==> src/rtl/conway_term_pkg.sv <==
// Shared render FSM encoding, escape-sequence identifiers and ASCII constants for the frame renderer.
// Optional colour attribute tracking is enabled by defining CONWAY_RENDER_COLOR_EN.
package conway_term_pkg;

  typedef enum logic [2:0] {
    RS_IDLE,
    RS_HOME,
    RS_ATTR,
    RS_FETCH,
    RS_WAIT,
    RS_CELL,
    RS_EOL,
    RS_TAIL
  } render_state_e;

  typedef enum logic [1:0] {
    SEQ_HOME,
    SEQ_SGR0,
    SEQ_SGR7
  } esc_seq_e;

  localparam logic [7:0] ESC  = 8'h1B;
  localparam logic [7:0] LBR  = 8'h5B;
  localparam logic [7:0] CH_H = 8'h48;
  localparam logic [7:0] CH_M = 8'h6D;
  localparam logic [7:0] CH_0 = 8'h30;
  localparam logic [7:0] CH_7 = 8'h37;
  localparam logic [7:0] CR   = 8'h0D;
  localparam logic [7:0] LF   = 8'h0A;

endpackage

==> src/rtl/conway_esc_rom.sv <==
// Combinational lookup of the terminal escape sequences: ESC[H, ESC[0m and ESC[7m.
// Returns the byte at position idx and flags the final byte of the selected sequence.
module conway_esc_rom
  import conway_term_pkg::*;
(
  input  esc_seq_e    seq_id,
  input  logic [1:0]  idx,
  output logic [7:0]  esc_byte,
  output logic        last
);

  always_comb begin
    esc_byte = ESC;
    last     = 1'b0;
    case (idx)
      2'd0: esc_byte = ESC;
      2'd1: esc_byte = LBR;
      2'd2: begin
        case (seq_id)
          SEQ_HOME: begin
            esc_byte = CH_H;
            last     = 1'b1;
          end
          SEQ_SGR0: esc_byte = CH_0;
          default:  esc_byte = CH_7;
        endcase
      end
      default: begin
        esc_byte = CH_M;
        last     = 1'b1;
      end
    endcase
  end

endmodule

==> src/rtl/conway_frame_renderer.sv <==
// Streams one terminal frame (cursor home, then BOARD_H rows of glyphs + CR LF) from the board RAM to a UART.
// Defining CONWAY_RENDER_COLOR_EN adds reverse-video SGR attribute tracking around live cells.
module conway_frame_renderer
  import conway_term_pkg::*;
#(
  parameter int         BOARD_W    = 32,
  parameter int         BOARD_H    = 16,
  parameter logic [7:0] CHAR_ALIVE = 8'h2A,
  parameter logic [7:0] CHAR_DEAD  = 8'h20,
  localparam int        ADDR_W     = $clog2(BOARD_W * BOARD_H)
) (
  input  logic              clk,
  input  logic              rst,
  input  logic              start,
  output logic              busy,
  output logic              done,
  output logic              cell_rd_en,
  output logic [ADDR_W-1:0] cell_addr,
  input  logic              cell_data,
  output logic [7:0]        tx_data,
  output logic              tx_valid,
  input  logic              tx_ready
);

  localparam int COL_W = $clog2(BOARD_W);
  localparam int ROW_W = (BOARD_H > 1) ? $clog2(BOARD_H) : 1;

  render_state_e      state_q, state_d;
  esc_seq_e           seq_q, seq_d;
  logic [1:0]         idx_q, idx_d;
  logic [ROW_W-1:0]   row_q, row_d;
  logic [COL_W-1:0]   col_q, col_d;
  logic               cell_q, cell_d;
  logic               busy_q, busy_d;
  logic               done_q, done_d;
  logic [7:0]         tx_data_q, tx_data_d;
  logic               tx_valid_q, tx_valid_d;
`ifdef CONWAY_RENDER_COLOR_EN
  logic               attr_q, attr_d;
`endif

  logic       sent;
  logic       emit_en;
  logic [7:0] emit_byte;
  logic       finish;
  logic [7:0] rom_byte;
  logic       rom_last;

  conway_esc_rom u_esc_rom (
    .seq_id   (seq_q),
    .idx      (idx_q),
    .esc_byte (rom_byte),
    .last     (rom_last)
  );

  assign busy      = busy_q;
  assign done      = done_q;
  assign tx_data   = tx_data_q;
  assign tx_valid  = tx_valid_q;
  assign cell_addr = ADDR_W'(32'(row_q) * BOARD_W + 32'(col_q));

  always_comb begin
    state_d    = state_q;
    seq_d      = seq_q;
    idx_d      = idx_q;
    row_d      = row_q;
    col_d      = col_q;
    cell_d     = cell_q;
    busy_d     = busy_q;
    done_d     = 1'b0;
    tx_data_d  = tx_data_q;
    tx_valid_d = tx_valid_q;
`ifdef CONWAY_RENDER_COLOR_EN
    attr_d     = attr_q;
`endif
    cell_rd_en = 1'b0;
    emit_en    = 1'b0;
    emit_byte  = CHAR_DEAD;
    finish     = 1'b0;
    sent       = tx_valid_q && tx_ready;

    case (state_q)
      RS_IDLE: begin
        if (start) begin
          state_d = RS_HOME;
          seq_d   = SEQ_HOME;
          idx_d   = 2'd0;
          row_d   = '0;
          col_d   = '0;
          busy_d  = 1'b1;
`ifdef CONWAY_RENDER_COLOR_EN
          attr_d  = 1'b0;
`endif
        end
      end
      RS_HOME: begin
        emit_en   = 1'b1;
        emit_byte = rom_byte;
        if (sent) begin
          if (!rom_last) idx_d = idx_q + 2'd1;
`ifdef CONWAY_RENDER_COLOR_EN
          // In colour mode the home sequence is followed by an attribute reset.
          else if (seq_q == SEQ_HOME) begin
            seq_d = SEQ_SGR0;
            idx_d = 2'd0;
          end
`endif
          else state_d = RS_FETCH;
        end
      end
      RS_FETCH: begin
        cell_rd_en = 1'b1;
        state_d    = RS_WAIT;
      end
      RS_WAIT: begin
        cell_d = cell_data;
`ifdef CONWAY_RENDER_COLOR_EN
        if (cell_data != attr_q) begin
          state_d = RS_ATTR;
          seq_d   = cell_data ? SEQ_SGR7 : SEQ_SGR0;
          idx_d   = 2'd0;
        end else begin
          state_d = RS_CELL;
        end
`else
        state_d = RS_CELL;
`endif
      end
`ifdef CONWAY_RENDER_COLOR_EN
      RS_ATTR: begin
        emit_en   = 1'b1;
        emit_byte = rom_byte;
        if (sent) begin
          if (rom_last) begin
            attr_d  = cell_q;
            state_d = RS_CELL;
          end else begin
            idx_d = idx_q + 2'd1;
          end
        end
      end
      RS_TAIL: begin
        emit_en   = 1'b1;
        emit_byte = rom_byte;
        if (sent) begin
          if (rom_last) begin
            attr_d = 1'b0;
            finish = 1'b1;
          end else begin
            idx_d = idx_q + 2'd1;
          end
        end
      end
`endif
      RS_CELL: begin
        emit_en   = 1'b1;
        emit_byte = cell_q ? CHAR_ALIVE : CHAR_DEAD;
        if (sent) begin
          if (col_q == COL_W'(BOARD_W - 1)) begin
            col_d   = '0;
            idx_d   = 2'd0;
            state_d = RS_EOL;
          end else begin
            col_d   = col_q + 1'b1;
            state_d = RS_FETCH;
          end
        end
      end
      RS_EOL: begin
        emit_en   = 1'b1;
        emit_byte = (idx_q == 2'd0) ? CR : LF;
        if (sent) begin
          if (idx_q == 2'd0) begin
            idx_d = 2'd1;
          end else if (row_q == ROW_W'(BOARD_H - 1)) begin
`ifdef CONWAY_RENDER_COLOR_EN
            if (attr_q) begin
              state_d = RS_TAIL;
              seq_d   = SEQ_SGR0;
              idx_d   = 2'd0;
            end else begin
              finish = 1'b1;
            end
`else
            finish = 1'b1;
`endif
          end else begin
            row_d   = row_q + 1'b1;
            idx_d   = 2'd0;
            state_d = RS_FETCH;
          end
        end
      end
      default: state_d = RS_IDLE;
    endcase

    if (finish) begin
      state_d = RS_IDLE;
      busy_d  = 1'b0;
      done_d  = 1'b1;
      row_d   = '0;
      col_d   = '0;
    end

    // A byte is loaded only into an empty output register, so it holds steady until accepted.
    if (emit_en) begin
      if (sent) begin
        tx_valid_d = 1'b0;
      end else if (!tx_valid_q) begin
        tx_valid_d = 1'b1;
        tx_data_d  = emit_byte;
      end
    end
  end

  always_ff @(posedge clk or posedge rst) begin
    if (rst) begin
      state_q    <= RS_IDLE;
      seq_q      <= SEQ_HOME;
      idx_q      <= 2'd0;
      row_q      <= '0;
      col_q      <= '0;
      busy_q     <= 1'b0;
      done_q     <= 1'b0;
      tx_data_q  <= 8'h00;
      tx_valid_q <= 1'b0;
`ifdef CONWAY_RENDER_COLOR_EN
      attr_q     <= 1'b0;
`endif
    end else begin
      state_q    <= state_d;
      seq_q      <= seq_d;
      idx_q      <= idx_d;
      row_q      <= row_d;
      col_q      <= col_d;
      busy_q     <= busy_d;
      done_q     <= done_d;
      tx_data_q  <= tx_data_d;
      tx_valid_q <= tx_valid_d;
`ifdef CONWAY_RENDER_COLOR_EN
      attr_q     <= attr_d;
`endif
    end
  end

  always_ff @(posedge clk) begin
    cell_q <= cell_d;
  end

endmodule

==> config.mk <==
export PLATFORM = sky130hd
export DESIGN_NAME = conway_frame_renderer
export DESIGN_NICKNAME = d
export VERILOG_FILES = /design/src/rtl/conway_term_pkg.sv /design/src/rtl/conway_esc_rom.sv /design/src/rtl/conway_frame_renderer.sv
export SDC_FILE = /design/constraint.sdc
export NUM_CORES = 1
export LEC_CHECK = 0
export ABC_CLOCK_PERIOD_IN_PS = 1700
export CAP_MARGIN = 20
export CORE_ASPECT_RATIO = 0.7
export CORE_MARGIN = 1
export CORE_UTILIZATION = 30
export DETAILED_ROUTE_END_ITERATION = 16
export PLACE_DENSITY_LB_ADDON = 0.3
export SLEW_MARGIN = 20
export SYNTH_ARGS = -nofsm -noshare
export SYNTH_HDL_FRONTEND = slang
export SYNTH_SLANG_ARGS = --single-unit
==> constraint.sdc <==
create_clock -name clk -period 1.7 [get_ports clk]
set_clock_uncertainty 0.1 [all_clocks]
set_input_delay 0.34 -clock clk [delete_from_list [all_inputs] [get_ports clk]]
set_output_delay 0.34 -clock clk [all_outputs]
set_load 0.01 [all_outputs]
* Yosys cells after proc, flatten, opt, wreduce, memory -nomap -nowiden
Cells that the tools add are included.
Word-level totals: register bits 26, bits in latches 0, memory bits (writable) 0, ROM bits 0, output and inout port bits 21, memories kept 0
Cells by class: $add $sub $neg 4, $mul 0, div/mod/pow operators 0, magnitude comparators 0, equal/unequal tests 23, shift-type cells 0, mux-type cells 46, bitwise logic cells 2, reduce and logical (&&, ||, !) cells 16
Operators by type and width (count):
- 3-bit two-way mux | 10
- 4-bit two-way mux | 6
- 3-bit inequality test (second input constant) | 8
- 8-bit one-hot mux with 3 select lines | 1
- 7-bit one-hot mux with 3 select lines | 1
- 5-bit two-way mux | 4
- 3-bit one-hot mux with 6 select lines | 1
- 2-bit two-way mux | 8
- 1-bit two-way mux | 12
- 2-bit inequality test (second input constant) | 6
- 5-bit one-hot mux with 2 select lines | 1
- 9-bit by 5-bit adder with 9-bit output | 1
- 3-bit == test (second input constant) | 3
- 2-bit one-hot mux with 4 select lines | 1
- 4-bit one-hot mux with 2 select lines | 1
- 8-bit AND reduction | 1
- 7-bit AND reduction | 1
- 3-bit AND reduction | 2
- 3-bit nonzero test | 2
- 5-bit by 1-bit adder with 5-bit output (second input constant) | 1
- 5-bit == test (second input constant) | 1
- 5-bit AND reduction | 1
- 4-bit by 1-bit adder with 4-bit output (second input constant) | 1
- 4-bit == test (second input constant) | 1
- 14 further kinds | 16

* Logic depth before layout (Yosys ltp)
depth in word-level cells 7, mapped depth 6

* Cells and area by module
A second synthesis with hierarchy kept.
Second synthesis, totals: cell total of the unflattened synthesis 172, area total of the unflattened synthesis 1684.1 um^2
Modules (own cells, without submodules):
- conway_frame_renderer | times used 1, cells each 159, area each 1604.0 um^2
- conway_esc_rom | times used 1, cells each 13, area each 80.1 um^2

* Worst setup path after synthesis
No wires, ideal clock.
kind reg-to-reg, start register col_q[0], end register idx_q[0], setup time 0.125 ns, arrival 1.685 ns, required time 1.475 ns, setup slack -0.210 ns, cell stages (with the launch flop) 7, path buffers 0, path through dfrtp_1 ha_1 and3_1 ha_1 nor2_1 nand4b_1 mux2_2
On the way: word-level cells in the longest chain between the ends 3
Ends and longest elaborated chain:
- start: declaration | RTL line conway_frame_renderer.sv:32 | logic [COL_W-1:0] col_q, col_d;
- start signal: assignment | RTL line conway_frame_renderer.sv:235 | col_q <= col_d;
- 5-bit == test | RTL line conway_frame_renderer.sv:159 | if (col_q == COL_W'(BOARD_W - 1)) begin
- 2-bit inequality test (no source line)
- 8-bit AND reduction (no source line)
- end signal: assignment | RTL line conway_frame_renderer.sv:233 | idx_q <= idx_d;
- end: declaration | RTL line conway_frame_renderer.sv:30 | logic [1:0] idx_q, idx_d;
Every way passes these cells. A chain may end at the register's enable or synchronous reset.

* Worst setup path after layout
start register state_q[2], end register idx_q[0]
On the way: word-level cells in the longest chain between the ends 3, elaborated cells on any way between the ends 14, classes of those cells 10 x eq/ne; 1 x mux; 3 x reduce/logical
Ends and longest elaborated chain:
- start: declaration | RTL line conway_frame_renderer.sv:28 | render_state_e state_q, state_d;
- start signal: assignment | RTL line conway_frame_renderer.sv:231 | state_q <= state_d;
- 3-bit == test (tied with other cells) | RTL line conway_frame_renderer.sv:82 | case (state_q)
- 3-bit inequality test (no source line) (tied with other cells)
- 8-bit AND reduction (no source line)
Parallel ways exist; a longest one is shown, timed or not.

==> reports/metrics.cfg <==
[timing]
fin_crit_sh_pct=104
hold_violations=0
setup_tns_ns=-0.109
slew_violations=0
setup_viol=3
fmax_ghz=0.568
min_period_ns=1.76
rsz0062_at_grt=yes
whs_ns=0.304
setup_ws_ns=-0.0611

[global_routing]
grt_max_degree=25
antenna_found_initial=0
grt_pass1_vias=1517
overflow=0
grt_first_pass_wirelength_mm=7.38
grt_usage_pct=17.3

[route]
via_count=1541
firstDrtPassIters=4
avgRoutedWirePerCell_um=13.9
drtIter0Drc=104
drc_errors=0
wl_mm=4.47
antenna_left=0
avgViaCountPerCell=4.77

[place]
port_buffers=24
routabilityCongestion=0.826
dp_cells=302
dp_hpwl_mm=3.15
dp_slack_ns=-0.308

[logic_synthesis]
synthFlopType=dfrtp_1
synth_seq_area_share_pct=40.4
synth_area_um2=1560
syn_nets=182
syn_avg_cell_area_um2=9.25
yosysWarnings=0
ys_async_sr_fraction_pct=96.0
ys_types=54
synth_edf_count=1
yosys_register_bits=25
synth_cells=169

[finish]
multiInputGateArea_um2=1020
n_fill_cell=465
syn2layout_area_growth_pct=65.9
final_common_cell=buf_4
layout_common_cells=buf_4 (56), dfrtp_1 (20), nor2_1 (15), clkdlybuf4s50_1 (15), nand2_1 (12)
fin_util_pct=53.0
fin_cells=323
drive_gt1_share_pct=42.5
layout.nets=268
regArea_um2=636
diodes=0

[clock_tree]
cts.sinks=25
clkSlewWorstSetupHoldPaths_ns=0.09
cts_tree=built
clk_latency_ns=0.27
cts_hold_buf=0
cts-buffers-inserted=3
clockBufferDepth=2
clock-root-buffer=clkbuf_8
cts_max_level=1

[job]
maxCapViolCount=0

[setup_path]
arrival_ns=1.83
crit_path_start_kind=register
crit_chain=buf_6 > buf_6 > buf_6 > nor3b_4 > o21ai_1 > nand4b_1 > mux2_4
critPathKind=reg2reg
cpPeakStageDelay_ns=0.41
critical_path.endpoint_type=register
worstPathRequired_ns=1.76
cp_common_cell=buf_6
crit_fanout=5
critPathSlowestCell=dfrtp_1

[worst_hold_path]
worstHoldPathType=in2async

[status]
violations=negative setup slack
outcome=finished with violations

[floorplan]
core_um2=4890
die_h_um=62.4
rows=21
io_pins=26
fp.dieW_um=88.3
initial_core_util_pct=32.0
die_area_um2=5510

[power_and_ir_drop]
ir_drop_v=0.000925
power.leakage_nw=1.20
p_per_area_nw_per_um2=1590

-- cell type report --
type / instances / area share (%)
clock buffers: 3 / 1.59
well taps: 69 / 3.33
clock inverters: 1 / 0.193
inverters: 6 / 0.869
repair buffers: 91 / 30.2
multi-input cells: 128 / 39.3
flip-flops and latches: 25 / 24.5
-- worst paths after layout --
check,from,to,slack [ns],cells after the start
min in group clk,tx_data[1]$_DFFE_PP0P_,tx_data[1]$_DFFE_PP0P_,0.41,1
setup / recovery,state_q[2]$_DFFE_PP0P_,idx_q[0]$_DFFE_PP0P_,-0.06,7
hold reg to reg,tx_data[1]$_DFFE_PP0P_,tx_data[1]$_DFFE_PP0P_,0.41,1
setup reg to reg,state_q[2]$_DFFE_PP0P_,idx_q[0]$_DFFE_PP0P_,-0.06,7
hold / removal,rst,tx_data[2]$_DFFE_PP0P_,0.30,3
max in group asynchronous,rst,row_q[2]$_DFFE_PP0P_,0.93,3
-- registers in the layout, indices dropped and copies added (netlist names) --
name	cells
row_q	4
idx_q	2
col_q	5
tx_data	7
done	1
busy	1
state_q	3
tx_valid	1
cell_q	1
-- layer usage --
layer / GRT usage, % / part of all wire, % / vias up / routed length, um
li1: - / - / 790 / -
met1: 26.4 / 53 / 728 / 2360
met2: 25.0 / 44 / 21 / 1960
met3: 3.70 / 3.0 / 2 / 132
met4: 3.43 / 0.49 / 0 / 22
met5: 0 / 0 / - / 0
-- cells by family after synthesis --
logic type                 synth area share, %
other                                    0.240
DFF                                       40.4
and+or+nand+nor                           23.1
AOI/OAI and AO/OA                         21.3
muxes                                     3.36
buffers and inverters                     5.28
adders and majority gates                 6.41
-- worst max-delay path: cells and delay by family, from the launching register on --
kind                   cells  cell delay, ns
flip-flops                 1            0.41
multiplexers               1            0.31
AO/OA/AOI/OAI              1            0.09
AND/OR/NAND/NOR            2            0.34
buffers and inverters      3            0.39
-- power breakdown --
part           internal (W)  total, W  switching [W]
logic               0.00153   0.00283        0.00130
registers          0.000795  0.000916       0.000121
clock network      0.000164  0.000368       0.000204
-- repair_timing --
| action | 4_1_cts | 5_1_grt |
|---|---|---|
| gates resized for setup | 32 | 26 |
| endpoints found under the setup margin | 23 | 21 |
| pin swaps | 7 | 10 |
| setup buffers | 13 | 4 |
-- cell usage after synthesis (all sizes together), types with 3 or more instances --
library cell  number  area share, %
nor2              16            3.8
nand3b             3            1.7
nand2             14            3.4
dfrtp             24             38
nand2b             6            2.4
o21ai             17            5.4
nor3               3            2.0
o32ai              3            1.7
and3               3            1.2
mux2i              3            1.9
nand3              5            1.6
ha                 8            6.4
inv                6            1.4
clkbuf             4           0.96
buf                6            2.9
a21oi              7            2.5
-- per-stage QoR --
stage / instance area (um2) / total power, W
detailed placement: 2250 / 0.00319
floorplan: 1610 / 0.00212
CTS: 2470 / 0.00388
finish: 2590 / 0.00412
global route: 2590 / 0.00442
global placement: 2250 / 0.00318
No activity file was read; power rests on OpenSTA's default activity.
==> RTL change, RTL diff (same flow settings) <==
Take the reset off `tx_data_q` and load it in a clocked block of its own.
--- a/src/rtl/conway_frame_renderer.sv
+++ b/src/rtl/conway_frame_renderer.sv
@@ -224,3 +224,2 @@
       done_q     <= 1'b0;
-      tx_data_q  <= 8'h00;
       tx_valid_q <= 1'b0;
@@ -237,3 +236,2 @@
       done_q     <= done_d;
-      tx_data_q  <= tx_data_d;
       tx_valid_q <= tx_valid_d;
@@ -243,2 +241,6 @@
     end
+  end
+
+  always_ff @(posedge clk) begin
+    tx_data_q <= tx_data_d;
   end
Check against the original RTL: differs if rst is asserted again (counterexample within 4 cycles, from zero or initial values and one cycle with rst high); with rst held inactive, the same outputs for 10 cycles.
==> RTL change against the unedited design <==
- the run still ends with setup timing left
- highest routed layer unchanged
- largest power group unchanged
- setup slack got worse by 0.077 ns
- count of clock-buffer cells in the layout stayed put
- sequential cell count unchanged
- total power shrank 8.0%
- cell area down 5.3%
- synthesized cell count decreased by 13%
- wire length fell by 7.8%
- synthesized area fell by 5.2%
==> RTL change: results (changes against the unedited design) <==
status:
  status: "complete, but fails checks"  # unchanged
  violations: "setup timing"  # unchanged
cells_and_area:
  num-nets-final: 245  # was 268
  largest_register_ffs: 7  # unchanged
  diodes: 0  # unchanged
  drive_above_1_share_pct: 46.3  # was 42.5%
worst_setup_path:
  cp_slowest_stage_delay_ns: 0.40
  critPathSlowestCell: "dfrtp_1"  # unchanged
  path_delay_family: "flip-flops"  # unchanged
  path_max_fanout: 6  # was 5
  crit_arrival_ns: 1.91  # was 1.83 ns
clocking:
  cts_resized: 33  # was 32
  root_buffer: "clkbuf_8"  # unchanged
  insertion_delay_ns: 0.28
  cts_buffers: 3  # unchanged
  cts.htree.levels: 1  # unchanged
  clk_pin_slew_ns: 0.10
  clockBufferDepth: 2  # unchanged
  post-cts-setup-buffers: 10  # was 13
timing:
  setup_slack_ns: -0.138  # was -0.0611 ns
  tns_ns: -0.769  # was -0.109 ns
  holdWs_ns: 0.268  # was 0.304 ns
  finalSetupViolations: 10  # was 3
placement:
  io_buffers: 24  # unchanged
  dp.cells: 280  # was 302
  place_area_um2: 2200  # was 2250 um2
  gp_congestion: 0.838  # was 0.826
  pre_cts_ws_ns: -0.380  # was -0.308 ns
  dp_hpwl_um: 2980  # was 3150 um
grt:
  grt_use_total_pct: 16.5  # was 17.3%
  met2_usage_pct: 29.0  # was 25.0%
  grt_max_degree: 18  # was 25
  met1_usage_pct: 21.7  # was 26.4%
  antenna_found_initial: 0  # unchanged
  grt_pass1_wl_um: 6580  # was 7380 um
  grt_use_met3_pct: 3.95  # was 3.70%
route:
  routedLengthMet1_um: 1910  # was 2360 um
  drt-initial-drc-count: 67  # was 104
  viasPerCell: 4.85  # was 4.77
  wl_per_cell_um: 13.9  # about the same
  dr_wl_met2_um: 1970  # was 1960 um
  drt_pass1_iterations: 4  # unchanged
  wl_met3_um: 189  # was 132 um
  highest_layer: "met4"  # unchanged
  vias: 1441  # was 1541
yosys:
  netlist_top_cells_count: "dfrtp_1, nor2_1, a21oi_1"  # was dfrtp_1, nor2_1, o21ai_0
  synthCells: 147  # was 169
  ys_async_sr_fraction_pct: 68.0  # was 96.0%
  ys_seq_area_share_pct: 44.9  # was 40.4%
  synth_edf_count: 8  # was 1
  ys.flop_type: "dfrtp_1"  # unchanged
  synth_cell_type_count: 49  # was 54
  synth.net_count: 160  # was 182
  synth_area_leaders: "dfrtp_1, edfxtp_1, ha_1, a21oi_1, nor2_1"  # was dfrtp_1, ha_1, o21ai_0, nor2_1, nand2_1
  ys_warn_count: 0  # unchanged
min_path:
  hold_class: "input port to asynchronous set/reset pin"  # unchanged
power_and_ir_drop:
  power_leakage_nw: 1.14  # was 1.20 nW
  irDropWorstVdd_uv: 667  # was 925 uV
## RTL change: cells by family (layout without fill, tap and decap cells)
kind of cell | after synthesis | in the layout | synth area share, %
other | 1 | 1 | 0.253
multiplexers | 5 | 5 | 3.55
AND/OR/NAND/NOR | 57 | 57 | 22.0
flip-flops | 25 | 25 | 44.9
AO/OA/AOI/OAI | 34 | 34 | 17.0
buffers and inverters | 17 | 101 | 5.49
adder cells (fa/ha/maj) | 8 | 8 | 6.76
## RTL change: report_power, final
part / switching [mW] / internal [mW] / leakage [nW]
registers: 0.102 / 0.831 / 0.295
logic: 1.13 / 1.35 / 0.828
clock network: 0.207 / 0.167 / 0.0217
total: 1.44 / 2.35 / 1.14
## RTL change: worst paths after layout
path	startpoint	depth (start not counted)	endpoint	slack, ns
min in group clk	busy$_DFFE_PP0P_	2	busy$_DFFE_PP0P_	0.41
max in group asynchronous	rst	3	state_q[0]$_DFFE_PP0P_	1.03
worst min-delay path	rst	3	idx_q[1]$_DFFE_PP0P_	0.27
worst min register to register	busy$_DFFE_PP0P_	2	busy$_DFFE_PP0P_	0.41
worst max register to register	idx_q[1]$_DFFE_PP0P_	6	col_q[4]$_DFFE_PP0P_	-0.14
worst max-delay path	idx_q[1]$_DFFE_PP0P_	6	col_q[4]$_DFFE_PP0P_	-0.14
## RTL change: area by class of cell
| class | instances | area, um2 |
|---|---|---|
| multi-input cells | 105 | 887 |
| repair buffers | 89 | 738 |
| clock buffers | 3 | 41.3 |
| inverters | 8 | 30.0 |
| flip-flops and latches | 25 | 668 |
| well taps | 66 | 82.6 |
| fillers | 391 | 2070 |
| clock inverters | 1 | 7.51 |
## RTL change: worst min-delay path, delay by kind of cell
kind / cells / cell delay (ns)
buffers and inverters: 3 / 0.68
